===== config.mk =====
export PLATFORM = sky130hd
export DESIGN_NAME = lsu_ctrl
export DESIGN_NICKNAME = d
export VERILOG_FILES = /design/src/rtl/lsu_ctrl.sv
export SDC_FILE = /design/constraint.sdc
export NUM_CORES = 1
export LEC_CHECK = 0
export ABC_AREA = 1
export CAP_MARGIN = 20
export CORE_AREA = 2 2 139 141
export DETAILED_ROUTE_END_ITERATION = 16
export DIE_AREA = 0 0 141 143
export PLACE_DENSITY = 0.65
export SLEW_MARGIN = 40
export SYNTH_ARGS = -nofsm -noshare
export SYNTH_HDL_FRONTEND = slang
export SYNTH_SLANG_ARGS = --single-unit

===== constraint.sdc =====
create_clock -name clk -period 2.2 [get_ports clk]
set_input_delay 0.33 -clock clk [delete_from_list [all_inputs] [get_ports clk]]
set_output_delay 0.33 -clock clk [all_outputs]
set_load 0.01 [all_outputs]

===== src/rtl/lsu_ctrl.sv =====
`default_nettype none
// ============================================================================
// Module   : lsu_ctrl
// Purpose  : Multi-cycle load/store controller for the data-memory access
//            step. It accepts one command, runs a single req/ack transaction,
//            forms store strobes/lane data and extends load results.
// Revision : 1.0 - initial release
// ----------------------------------------------------------------------------
// Ports
//   clk, rst          : clock (rising edge), synchronous active-high reset
//   start/we/funct3   : command strobe, store select, RISC-V width field
//   addr/wdata        : byte address and store data
//   busy/done         : controller occupied / one-cycle completion pulse
//   bus_err/misalign  : completion status, valid only with done
//   mem_rdata         : extended load result for the write-back mux
//   mem_req/mem_we/mem_addr/mem_wdata/mem_wstrb : data-memory bus request
//   mem_ack/mem_rdata_raw                       : data-memory bus response
// Parameters
//   ACK_TIMEOUT : REQ cycles without ack before abort (0 = wait forever)
// Build option
//   LSU_MISALIGN_TRAP_EN : when defined, misaligned halfword/word accesses
//                          complete immediately with misalign=1.
// ============================================================================
module lsu_ctrl #(
  parameter int ACK_TIMEOUT = 16
) (
  input  logic        clk,
  input  logic        rst,
  input  logic        start,
  input  logic        we,
  input  logic [2:0]  funct3,
  input  logic [31:0] addr,
  input  logic [31:0] wdata,
  output logic        busy,
  output logic        done,
  output logic        bus_err,
  output logic        misalign,
  output logic [31:0] mem_rdata,
  output logic        mem_req,
  output logic        mem_we,
  output logic [31:0] mem_addr,
  output logic [31:0] mem_wdata,
  output logic [3:0]  mem_wstrb,
  input  logic        mem_ack,
  input  logic [31:0] mem_rdata_raw
);

  localparam int c_CNT_W = (ACK_TIMEOUT > 1) ? $clog2(ACK_TIMEOUT + 1) : 1;
  localparam bit c_TO_EN = (ACK_TIMEOUT > 0);
  // Abort fires on the ACK_TIMEOUT-th ack-less REQ cycle.
  localparam logic [c_CNT_W-1:0] c_CNT_LAST =
    c_CNT_W'((ACK_TIMEOUT > 0) ? (ACK_TIMEOUT - 1) : 0);

  typedef enum logic [1:0] {
    S_IDLE = 2'd0,
    S_REQ  = 2'd1,
    S_DONE = 2'd2
  } state_t;

  state_t              r_state;
  state_t              w_state_nxt;
  logic                w_accept;
  logic                w_legal;
  logic                w_misal;
  logic                w_timeout;
  logic                w_err_nxt;
  logic                w_mis_nxt;
  logic                w_load_cap;
  logic [3:0]          w_strb;
  logic [31:0]         w_wdata;
  logic [7:0]          w_byte;
  logic [15:0]         w_half;
  logic [31:0]         w_ld;

  logic [2:0]          r_funct3;
  logic [1:0]          r_off;
  logic                r_mem_we;
  logic [31:0]         r_mem_addr;
  logic [31:0]         r_mem_wdata;
  logic [3:0]          r_mem_wstrb;
  logic [c_CNT_W-1:0]  r_cnt;
  logic                r_bus_err;
  logic                r_misalign;
  logic [31:0]         r_rdata;

  // Command decode and store lane formation (from live inputs at accept)
  always_comb begin
    w_legal = 1'b0;
    case (funct3)
      3'b000, 3'b001, 3'b010: w_legal = 1'b1;
      3'b100, 3'b101:         w_legal = ~we;   // LBU/LHU have no store form
      default:                w_legal = 1'b0;
    endcase

`ifdef LSU_MISALIGN_TRAP_EN
    w_misal = ((funct3[1:0] == 2'b01) && addr[0]) ||
              ((funct3[1:0] == 2'b10) && (addr[1:0] != 2'b00));
`else
    w_misal = 1'b0;
`endif

    w_strb  = 4'b0000;
    w_wdata = wdata;
    case (funct3[1:0])
      2'b00: begin
        w_strb  = 4'b0001 << addr[1:0];
        w_wdata = {4{wdata[7:0]}};
      end
      2'b01: begin
        // addr[0] is deliberately ignored for halfwords
        w_strb  = addr[1] ? 4'b1100 : 4'b0011;
        w_wdata = {2{wdata[15:0]}};
      end
      default: begin
        w_strb  = 4'b1111;
        w_wdata = wdata;
      end
    endcase
    if (!we) begin
      w_strb = 4'b0000;
    end
  end

  // Load field extraction from the raw word using the latched offset
  always_comb begin
    w_byte = mem_rdata_raw[7:0];
    case (r_off)
      2'd0: w_byte = mem_rdata_raw[7:0];
      2'd1: w_byte = mem_rdata_raw[15:8];
      2'd2: w_byte = mem_rdata_raw[23:16];
      default: w_byte = mem_rdata_raw[31:24];
    endcase
    w_half = r_off[1] ? mem_rdata_raw[31:16] : mem_rdata_raw[15:0];
    case (r_funct3)
      3'b000:  w_ld = {{24{w_byte[7]}}, w_byte};
      3'b001:  w_ld = {{16{w_half[15]}}, w_half};
      3'b100:  w_ld = {24'd0, w_byte};
      3'b101:  w_ld = {16'd0, w_half};
      default: w_ld = mem_rdata_raw;
    endcase
  end

  // Next-state logic
  always_comb begin
    w_state_nxt = r_state;
    w_accept    = 1'b0;
    w_err_nxt   = 1'b0;
    w_mis_nxt   = 1'b0;
    w_load_cap  = 1'b0;
    w_timeout   = c_TO_EN && (r_cnt == c_CNT_LAST);
    case (r_state)
      S_IDLE: begin
        if (start) begin
          w_accept = 1'b1;
          if (!w_legal) begin
            w_state_nxt = S_DONE;
            w_err_nxt   = 1'b1;
          end else if (w_misal) begin
            w_state_nxt = S_DONE;
            w_mis_nxt   = 1'b1;
          end else begin
            w_state_nxt = S_REQ;
          end
        end
      end
      S_REQ: begin
        if (mem_ack) begin
          w_state_nxt = S_DONE;
          w_load_cap  = ~r_mem_we;
        end else if (w_timeout) begin
          w_state_nxt = S_DONE;
          w_err_nxt   = 1'b1;
        end
      end
      S_DONE:  w_state_nxt = S_IDLE;
      default: w_state_nxt = S_IDLE;
    endcase
  end

  // State and datapath registers
  always_ff @(posedge clk) begin
    if (rst) begin
      r_state     <= S_IDLE;
      r_funct3    <= 3'd0;
      r_off       <= 2'd0;
      r_mem_we    <= 1'b0;
      r_mem_addr  <= 32'd0;
      r_mem_wdata <= 32'd0;
      r_mem_wstrb <= 4'd0;
      r_cnt       <= '0;
      r_bus_err   <= 1'b0;
      r_misalign  <= 1'b0;
      r_rdata     <= 32'd0;
    end else begin
      r_state    <= w_state_nxt;
      // Status flags are only ever set on entry to DONE, so they self-clear
      r_bus_err  <= w_err_nxt;
      r_misalign <= w_mis_nxt;
      if (w_accept) begin
        r_funct3    <= funct3;
        r_off       <= addr[1:0];
        r_mem_we    <= we;
        r_mem_addr  <= {addr[31:2], 2'b00};
        r_mem_wdata <= w_wdata;
        r_mem_wstrb <= w_strb;
        r_cnt       <= '0;
      end else if ((r_state == S_REQ) && !mem_ack) begin
        r_cnt <= r_cnt + c_CNT_W'(1);
      end
      if (w_load_cap) begin
        r_rdata <= w_ld;
      end
    end
  end

  assign busy      = (r_state != S_IDLE);
  assign done      = (r_state == S_DONE);
  assign mem_req   = (r_state == S_REQ);
  assign bus_err   = r_bus_err;
  assign misalign  = r_misalign;
  assign mem_rdata = r_rdata;
  assign mem_we    = r_mem_we;
  assign mem_addr  = r_mem_addr;
  assign mem_wdata = r_mem_wdata;
  assign mem_wstrb = r_mem_wstrb;

endmodule
`default_nettype wire


* Yosys cells after proc, flatten, opt, wreduce, memory -nomap -nowiden
Index checks and enable logic that the tools add are counted.
Widths: inputs -> output; s select.
** Word-level totals
- Register bits after elaboration :: 112
- Input port bits :: 104
- Logic and storage cells :: 63
- Output and inout port bits :: 106
** Cells by class
- Shifts and indexed selects :: 1
- Add/sub/neg operators :: 1
- Muxes and demuxes :: 22
- Bitwise logic cells :: 2
- Reduce and logical (&&, ||, !) cells :: 12
- Equality and inequality tests :: 15
** Operators with widths (count)
- $pmux 32 s4 :: 1
- $pmux 32 s2 :: 1
- $pmux 8 s3 :: 1
- $mux 16 :: 1
- $eq 3x3->1 const B :: 4
- $mux 1 :: 8
- $mux 2 :: 4
- $mux 4 :: 2
- $pmux 4 s2 :: 1
- $eq 2x1->1 const B :: 3
- $eq 3x1->1 const B :: 2
- $logic_not 2->1 :: 3
- $logic_not 3->1 :: 2
- $add 5x1->5 const B :: 1
- $eq 5x4->1 const B :: 1
- $eq 2x2->1 const B :: 2
- $pmux 1 s2 :: 2
- $pmux 2 s2 :: 1
- $reduce_or 2->1 :: 2
- $shl 1x2->4 const A :: 1
- $eq 3x2->1 const B :: 1
- $ne 3x1->1 const B :: 1
- $reduce_or 3->1 :: 1
- $ne 2x2->1 const B :: 1
- other kinds (5) :: 6

* Depth between registers and ports, before layout
Gate-level depths: netlist of run 1.
- Word-level depth :: 6
- Gate-level depth with buffers :: 11
- Mapped depth without buffers :: 9

* Worst setup path before layout of run 1
OpenSTA, ideal clock, no wires.
- Kind :: register to register
- Start :: register r_cnt[0]
- End :: register r_state[1]
- Setup slack :: 959 ps
- Data arrival time :: 1149 ps
- Stages on the path, launching flop included :: 9
- Cell sequence :: dfxtp_1 -> ha_1 -> inv_1 -> nor3_1 -> ha_1 -> inv_1 -> nand2_1 -> o21ai_0 -> nor4_1
** On the way
- Word-level cells in the longest chain between the ends :: 3
** Ends and longest elaborated chain
- from (decl) :: RTL line 81 : logic [c_CNT_W-1:0] r_cnt;
- from (signal assigned) :: RTL line 208 : r_cnt <= r_cnt + c_CNT_W'(1);
- $eq 5x4->1 :: RTL line 150 : w_timeout = c_TO_EN && (r_cnt == c_CNT_LAST);
- $ne 3x1->1 (no line)
- $reduce_and 2->1 (no line)
- to (signal assigned) :: RTL line 195 : r_state <= w_state_nxt;
- to (decl) :: RTL line 60 : state_t r_state;
Every way passes these cells.
A chain may end at the register's enable or synchronous reset.

* Worst setup path in the final report of run 1
- Start :: register r_state[0]
- End :: output port mem_req
** On the way
- Word-level cells in the longest chain between the ends :: 1
** Ends and longest elaborated chain
- $eq 2x1->1 :: RTL line 218 : assign mem_req = (r_state == S_REQ);
- to (decl) :: RTL line 39 : output logic mem_req,
Every way passes these cells.

==> impl_metrics.ini, run 1 <==
[hold_path]
worstHoldPathCells = 1
min_from = r_state[1]
min_path_type = reg2reg
worstHoldEndpoint = r_state[1]

[die]
die_width_um = 141
num_io_pins = 210
start_util_pct = 26.78
die_h_um = 143
core_area_mm2 = 0.01858
dieArea_mm2 = 0.02016
row_count = 50

[sta]
finalHoldViolations = 0
period_share_pct = 81.08
finalSetupViolCount = 0
drv_slew = 0
tns_ns = 0
setup_ws_ns = 0.4163
period_needed_ns = 1.784
fin_worst_skew_ns = 0.009786
rsz0062_at_grt = no
max_clock_freq_ghz = 0.5606

[clock_network]
clk_pin_slew_ns = 0.08
cts_made_buffers = 9
clock_path_buffers = 2
cts_tree = yes
clk_latency_ns = 0.35
cts_max_level = 3
clock-sinks = 112
ctsHoldBuffers = 0
root_buffer = clkbuf_16
post_cts_buffers = 0
ctsResizeCount = 0

[global_routing]
grt_max_degree = 79
grt_util_met3_pct = 6.606
grt.busiest_layer = met2
use_met2_pct = 26.83
met1_usage_pct = 19.03
grt_pass1_wl_um = 25700
grt_pass1_vias = 4889
antenna_found_initial = 0
grt_overflow = 0
grt_use_total_pct = 16.11

[finish]
drive_gt1_share_pct = 7.273
multi_input_area_mm2 = 0.002270
layout.nets = 981
area_growth_pct = 51.27
final_cell_mix = 206 x clkdlybuf4s50_1, 120 x nor2_1, 116 x o21ai_0, 114 x nand2_1, 112 x dfxtp_1
layout_commonest_cell = clkdlybuf4s50_1
n_antenna_cell = 0
regArea_mm2 = 0.002242
nFillCells = 1935

[synthesis]
synth_cells = 690
ys_ff_latch = 112
yosysWarnings = 0
synth-edff-count = 0
syn-cell-area_mm2 = 0.004976
synth_flop_cell = dfxtp_1
syn_area_per_cell_um2 = 7.212
netlist-cell-type-count = 37
ys_seq_area_share_pct = 45.06
async_reset_ff_share_pct = 0

[job]
max_cap_viol_count = 0

[setup_path]
critPathKind = reg2out
slowest_delay_ns = 0.53
worstPathRequired_ns = 1.87
arrival_ns = 1.45
path_cells = nand2_2 > inv_2 > clkdlybuf4s50_1
critPathMaxFanout = 4
slowest_stage = clkdlybuf4s50_1
critPathTopFamily = buffers and inverters
crit_buf_inv = 2
end_kind = output pin
rr_endpoint = mem_rdata[21]
timing.reg2reg.worst_path_depth = 6
cp-start-kind = flip-flop
r2r_setup_slack_ns = 0.67
reg2reg_from = r_funct3[0]

[pwr]
p_seq_share_pct = 43.1
p_comb_share_pct = 23.8
switching_share_pct = 29.72
peakVddDrop_mv = 0.4102
powerDensity_mw_per_mm2 = 705.3
p_leak_nw = 3.008
pwr-share-clk_pct = 33.2
internal_power_mw = 3.731
netSwitchingPower_mw = 1.578

[place]
gp_congestion = 0.8110
preCtsSetupSlack_ns = 0.3916
io_buffers = 206
dp_hpwl_um = 12020

[route]
drcViolationCount = 0
wl_per_cell_um = 14.61
ant_nets = 0
first_pass_iters = 5
drtIter0Drc = 275
vias_per_cell = 4.660
vias = 5191
routed_wl_um = 16280

[status]
run_status = finished clean
[state kept, by name, indices dropped and copies added, names as in the netlist, 2 cells and up]
| signal | count |
|---|---|
| mem_wdata | 32 |
| r_funct3 | 3 |
| r_cnt | 5 |
| r_state | 2 |
| r_off | 2 |
| mem_addr | 30 |
| mem_rdata | 32 |
| mem_wstrb | 4 |
[synthesized netlist by cell type (all sizes together), types with 2 or more instances]
cell type,number,area [um^2]
nand4,2,12.51
a31oi,24,150.1
o21ai,130,691.9
nand2,117,456.7
a21oi,46,234.0
buf,25,190.2
nor3,4,25.02
clkbuf,23,86.33
or2,2,12.51
dfxtp,112,2242
nor2,122,468.0
nand3,24,142.6
ha,2,25.02
inv,50,190.2
[cell type report]
| type | count | area share, % |
|---|---|---|
| multi-input cells | 481 | 30.15 |
| flip-flops and latches | 112 | 29.79 |
| well taps | 234 | 3.890 |
| clock buffers | 9 | 2.992 |
| clock inverters | 7 | 1.297 |
| inverters | 51 | 2.593 |
| repair buffers | 220 | 29.29 |
[per-layer routing]
| metal | vias up | routed length [um] |
|---|---|---|
| li1 | 2636 | - |
| met1 | 2346 | 6915 |
| met2 | 187 | 7502 |
| met3 | 22 | 1586 |
| met4 | 0 | 274 |
| met5 | - | 0 |
[worst reg2reg max path, cell delays in order (launching register included)]
cell	delay [ns]
dfxtp_1	0.58
inv_1	0.15
nor2_1	0.22
nand3b_2	0.13
nand2_4	0.23
o21ai_0	0.11
inv_1	0.06
[worst max-delay path by stage]
stage,start,slack [ns],end,cells after the start
5_1_grt,r_state[1],0.36,mem_req,4
2_1_floorplan,r_cnt[0],0.96,r_state[1],8
4_1_cts,r_state[0],0.40,mem_req,3
6_report,r_state[0],0.42,mem_req,3
3_3_place_gp,funct3[1],0.44,r_state[1],5
3_5_place_dp,funct3[1],0.39,r_state[1],5
[metrics by stage]
stage,hold WS [ns],power [mW],cell area (um^2),cells,util (%)
floorplan,0.4192,2.956,4984,692,-
CTS,0.4680,5.386,7527,1114,40.51
global placement,0.4286,3.602,7204,1098,38.77
finish,0.4613,5.309,7527,1114,40.51
detailed placement,0.4566,3.609,7204,1098,38.77
global route,0.4847,5.590,7527,1114,40.51
[cells by family after synthesis]
| logic type | share of synthesized area (%) |
|---|---|
| adder cells (fa/ha/maj) | 0.5028 |
| flip-flops | 45.06 |
| buffers and inverters | 9.479 |
| other | 0.07536 |
| AND/OR/NAND/NOR | 22.81 |
| AO/OA/AOI/OAI | 22.08 |
[power by group through the flow]
stage	sequential [mW]	combinational (mW)	clock [mW]
after CTS	2.29	1.28	1.82
after detailed placement	2.34	1.27	0
final	2.29	1.26	1.76
after global placement	2.33	1.27	0
after floorplan	2.38	0.573	0
after global routing	2.31	1.40	1.88
No activity file was read; power rests on OpenSTA's default activity.
==> run 2: changes to the inputs <==
--- a/config.mk
+++ b/config.mk
@@ -10,7 +10,7 @@
 export CORE_AREA = 2 2 139 141
 export DETAILED_ROUTE_END_ITERATION = 16
 export DIE_AREA = 0 0 141 143
-export PLACE_DENSITY = 0.65
+export PLACE_DENSITY = 0.67
 export SLEW_MARGIN = 40
 export SYNTH_ARGS = -nofsm -noshare
 export SYNTH_HDL_FRONTEND = slang
==> constraint.sdc (replaced) <==
create_clock -name clk -period 1.5 [get_ports clk]
set_input_delay 0.225 -clock clk [delete_from_list [all_inputs] [get_ports clk]]
set_output_delay 0.225 -clock clk [all_outputs]
set_load 0.01 [all_outputs]
==> run 2 against run 1 <==
Effect of this change: global-route usage is 0.39 points higher; wire length rose by 2.8%; sequential share of layout area decreased by 1.1 points; total power increased by 45%; clock skew shrank 0.0019 ns; combinational power rose by 50%; setup slack worse by 0.39 ns; count of clock-buffer cells in the layout is the same; utilization increased by 1.6 points; largest cell class is now buffers.
==> impl_metrics.ini, run 2 (same netlist as run 1, synthesis figures left out) <==
[clock_network]
cts_tree = yes
post_cts_buffers = 0
clk_latency_ns = 0.36
clk_pin_slew_ns = 0.08
ctsHoldBuffers = 0
clock_path_buffers = 2
cts_max_level = 3
clock-sinks = 112
root_buffer = clkbuf_16
cts_made_buffers = 9

[die]
core_area_mm2 = 0.01858
row_count = 50
dieArea_mm2 = 0.02016
die_h_um = 143
start_util_pct = 26.78
die_width_um = 141
num_io_pins = 210

[finish]
n_antenna_cell = 0
layout_commonest_cell = clkdlybuf4s50_1
nFillCells = 1876
final_cell_mix = 123 x clkdlybuf4s50_1, 120 x nor2_1, 116 x o21ai_0, 114 x nand2_1, 108 x dfxtp_1
area_growth_pct = 57.41
fin_util_pct = 42.15
layout.nets = 1002
drive_gt1_share_pct = 10.10
postLayoutCellArea_mm2 = 0.007833

[route]
vias = 5292
ant_nets = 0
vias_per_cell = 4.663
drtIter0Drc = 294
routed_wl_um = 16740
wl_per_cell_um = 14.74
drcViolationCount = 0
first_pass_iters = 5

[global_routing]
grt.busiest_layer = met2
grt_max_degree = 45
met1_usage_pct = 20.94
grt_pass1_vias = 5116
antenna_found_initial = 0
grt_use_total_pct = 16.51
grt_util_met3_pct = 5.466
grt_pass1_wl_um = 26580
use_met2_pct = 26.88
grt_overflow = 0

[place]
place_area_mm2 = 0.007425
preCtsSetupSlack_ns = -0.1657
dp_hpwl_um = 12490
gp_congestion = 0.8450
io_buffers = 206

[setup_path]
rr_endpoint = r_state[1]
r2r_setup_slack_ns = 0.13
path_cells = clkdlybuf4s50_1
critPathMaxFanout = 2
critPathKind = reg2out
reg2reg_from = r_cnt[0]
arrival_ns = 1.25
end_kind = output pin
critPathTopFamily = buffers and inverters
slowest_delay_ns = 0.54
worstPathRequired_ns = 1.27
cp-start-kind = flip-flop
crit_buf_inv = 1
timing.reg2reg.worst_path_depth = 8
slowest_stage = clkdlybuf4s50_1

[hold_path]
worstHoldEndpoint = mem_wdata[18]
min_path_type = in2reg
worstHoldPathCells = 3
min_from = wdata[18]

[pwr]
powerDensity_mw_per_mm2 = 980.0
p_total_mw = 7.676
peakVddDrop_mv = 0.5334
p_leak_nw = 4.103

[sta]
tns_ns = 0
drv_slew = 0
finalHoldViolations = 0
period_needed_ns = 1.471
finalSetupViolCount = 0
period_share_pct = 98.09
fin_worst_skew_ns = 0.007868
setup_ws_ns = 0.02861
max_clock_freq_ghz = 0.6796

[job]
max_cap_viol_count = 0

[status]
run_status = finished clean
run 2: cell types whose count changed in the layout (fill, tap and decap cells not counted), sizes merged:
cell           change
buf               +21
bufinv             -1
dlygate4sd2       +29
dlymetal6s2s      +54
inv                +1
clkdlybuf4s50     -83
run 2: final cells by class:
cell class	count	area, um^2	share of cell area, %
well taps	234	292.8	3.738
flip-flops and latches	112	2247	28.69
multi-input cells	481	2277	29.07
repair buffers	241	2524	32.22
inverters	51	195.2	2.492
clock buffers	9	225.2	2.875
clock inverters	7	71.32	0.9105
run 2: through the flow:
stage	hold slack (ns)	instances
floorplan	0.3845	692
detailed placement	0.4344	1119
global route	0.4351	1135
CTS	0.4191	1135
global placement	0.4300	1119
finish	0.4374	1135
run 2: metal layers:
layer / vias up / routed length (um)
li1: 2661 / -
met1: 2411 / 7368
met2: 200 / 7645
met3: 20 / 1456
met4: 0 / 264
met5: - / 0
run 2: worst max-delay path by stage:
stage | from | endpoint | slack [ns] | cells after the start
floorplan | r_cnt[0] | r_state[1] | 0.26 | 8
global placement | mem_rdata_raw[15] | mem_rdata[20] | -0.11 | 7
detailed placement | mem_rdata_raw[15] | mem_rdata[20] | -0.17 | 7
CTS | mem_rdata[13] | mem_rdata[13] | 0.0005 | 1
global route | r_cnt[0] | r_state[1] | -0.005 | 8
finish | mem_rdata[23] | mem_rdata[23] | 0.03 | 1
run 2: timing repair:
action                                  CTS  global route
gates resized for setup                  30            59
pin swaps                                 0             1
endpoints found under the setup margin   29            63
run 2: power by group:
group	switching [mW]	internal, mW	total (mW)
Combinational	0.975	0.917	1.89
Sequential	0.133	3.21	3.34
Clock	1.25	1.18	2.44
Total	2.36	5.31	7.68
==> run 3: changes to the inputs <==
--- a/config.mk
+++ b/config.mk
@@ -8,9 +8,11 @@
 export ABC_AREA = 1
 export CAP_MARGIN = 20
 export CORE_AREA = 2 2 139 141
+export CTS_BUF_LIST = sky130_fd_sc_hd__clkbuf_16
 export DETAILED_ROUTE_END_ITERATION = 16
 export DIE_AREA = 0 0 141 143
 export PLACE_DENSITY = 0.67
+export REMOVE_ABC_BUFFERS = 1
 export SLEW_MARGIN = 40
 export SYNTH_ARGS = -nofsm -noshare
 export SYNTH_HDL_FRONTEND = slang
==> run 3 against run 2 <==
Effect of this change: non-clock buffer count did not move; clock skew rose by 0.00077 ns; count of clock-buffer cells in the layout did not move; wire length fell by 6.6%; die area did not move; utilization fell by 0.41 points; total power fell by 0.65%; fmax rose by 0.15%; setup slack improved by 0.0022 ns; via count fell by 2.4%; final cell count did not move; clock power fell by 2%; highest routed layer unchanged.
==> impl_metrics.ini, run 3 (same netlist as run 1, synthesis figures left out) <==
[setup_path]
end_kind = output pin
cp-start-kind = flip-flop
path_cells = clkdlybuf4s50_1
slowest_delay_ns = 0.54
arrival_ns = 1.24
critPathMaxFanout = 2
crit_buf_inv = 1
worstPathRequired_ns = 1.27
slowest_stage = clkdlybuf4s50_1
critPathTopFamily = buffers and inverters
critPathKind = reg2out

[sta]
max_clock_freq_ghz = 0.6806
period_needed_ns = 1.469
rsz0062_at_grt = no
drv_slew = 0
hold_slack_ns = 0.4287
finalHoldViolations = 0
finalSetupViolCount = 0
period_share_pct = 97.95
fin_worst_skew_ns = 0.008634
setup_ws_ns = 0.03081
tns_ns = 0

[global_routing]
grt_pass1_wl_um = 24960
grt.busiest_layer = met2
grt_max_degree = 56
met1_usage_pct = 20.00
antenna_found_initial = 0
grt_overflow = 0
grt_util_met3_pct = 5.533
grt_use_total_pct = 15.47
use_met2_pct = 23.75
grt_pass1_vias = 4886

[finish]
final_cell_mix = 136 x clkdlybuf4s50_1, 120 x nor2_1, 114 x nand2_1, 114 x o21ai_0, 111 x dfxtp_1
layout_commonest_cell = clkdlybuf4s50_1
drive_gt1_share_pct = 9.656
n_antenna_cell = 0
fin_util_pct = 41.74
nFillCells = 1899
area_growth_pct = 55.87
regArea_mm2 = 0.002243
multi_input_area_mm2 = 0.002283
layout.nets = 1002

[route]
vias = 5167
vias_per_cell = 4.552
drtIter0Drc = 177
first_pass_iters = 4
wl_per_cell_um = 13.77
drcViolationCount = 0
ant_nets = 0
routed_wl_um = 15630

[clock_network]
cts_tree = yes
cts_max_level = 3
root_buffer = clkbuf_16
clk_pin_slew_ns = 0.09
clk_latency_ns = 0.36
clock_path_buffers = 2
cts_made_buffers = 9
ctsHoldBuffers = 0
post_cts_buffers = 0
clock-sinks = 112

[die]
core_area_mm2 = 0.01858
start_util_pct = 26.78
dieArea_mm2 = 0.02016
die_h_um = 143
num_io_pins = 210
die_width_um = 141
row_count = 50

[place]
preCtsSetupSlack_ns = -0.1583
dp_hpwl_um = 11610
io_buffers = 206
gp_congestion = 0.8258

[hold_path]
min_path_type = in2reg

[job]
max_cap_viol_count = 0

[pwr]
powerDensity_mw_per_mm2 = 983.1
p_leak_nw = 3.786
p_total_mw = 7.625
peakVddDrop_mv = 0.6698

[status]
run_status = finished clean
## run 3: changes by cell type in the layout (fill, tap and decap cells not counted), sizes merged
| cell | delta |
|---|---|
| inv | -2 |
| clkdlybuf4s50 | +13 |
| dlygate4sd2 | +7 |
| clkinvlp | +2 |
| dlymetal6s2s | -20 |
## run 3: metal layers
layer	up-vias	wire length, um
met3	20	1343
met5	-	0
li1	2667	-
met4	0	350
met2	184	6838
met1	2296	7097
## run 3: path summary, 6_finish.rpt
path / from / end / slack (ns) / cells after the start
worst min-delay path: wdata[20] / mem_wdata[20] / 0.43 / 3
worst max-delay path: mem_wdata[15] / mem_wdata[15] / 0.03 / 1
worst max register to register: r_cnt[0] / r_state[1] / 0.12 / 8
worst min register to register: r_state[1] / r_state[1] / 0.45 / 1
## run 3: metrics by stage
stage,std cells,area (um^2)
after floorplan,644,4707
after global placement,1119,7412
after detailed placement,1119,7412
after CTS,1135,7657
after global routing,1135,7756
final,1135,7756
## run 3: report_power, final
part | internal (mW) | switching, mW
sequential | 3.21 | 0.132
combinational | 0.918 | 0.966
clock | 1.17 | 1.23
total | 5.30 | 2.33
## run 3: layout make-up
type	count	share of cell area, %
Sequential cell	112	28.92
Tap cell	234	3.775
Multi-Input combinational cell	481	29.44
Clock buffer	9	2.904
Clock inverter	7	0.8227
Timing Repair Buffer	241	31.62
Inverter	51	2.517
## run 3: worst reg2reg max path, delay by kind of cell (launching register included)
family	cells	cell delay, ns
fa+ha+maj	2	0.38
flops	1	0.37
simple gates	3	0.36
buf+inv	2	0.10
compound gates	1	0.08
## run 3: timing repair
action                                  4_1_cts  5_1_grt
endpoints found under the setup margin       36       44
hold endpoints to repair                      0        0
gates resized for setup                      37       38
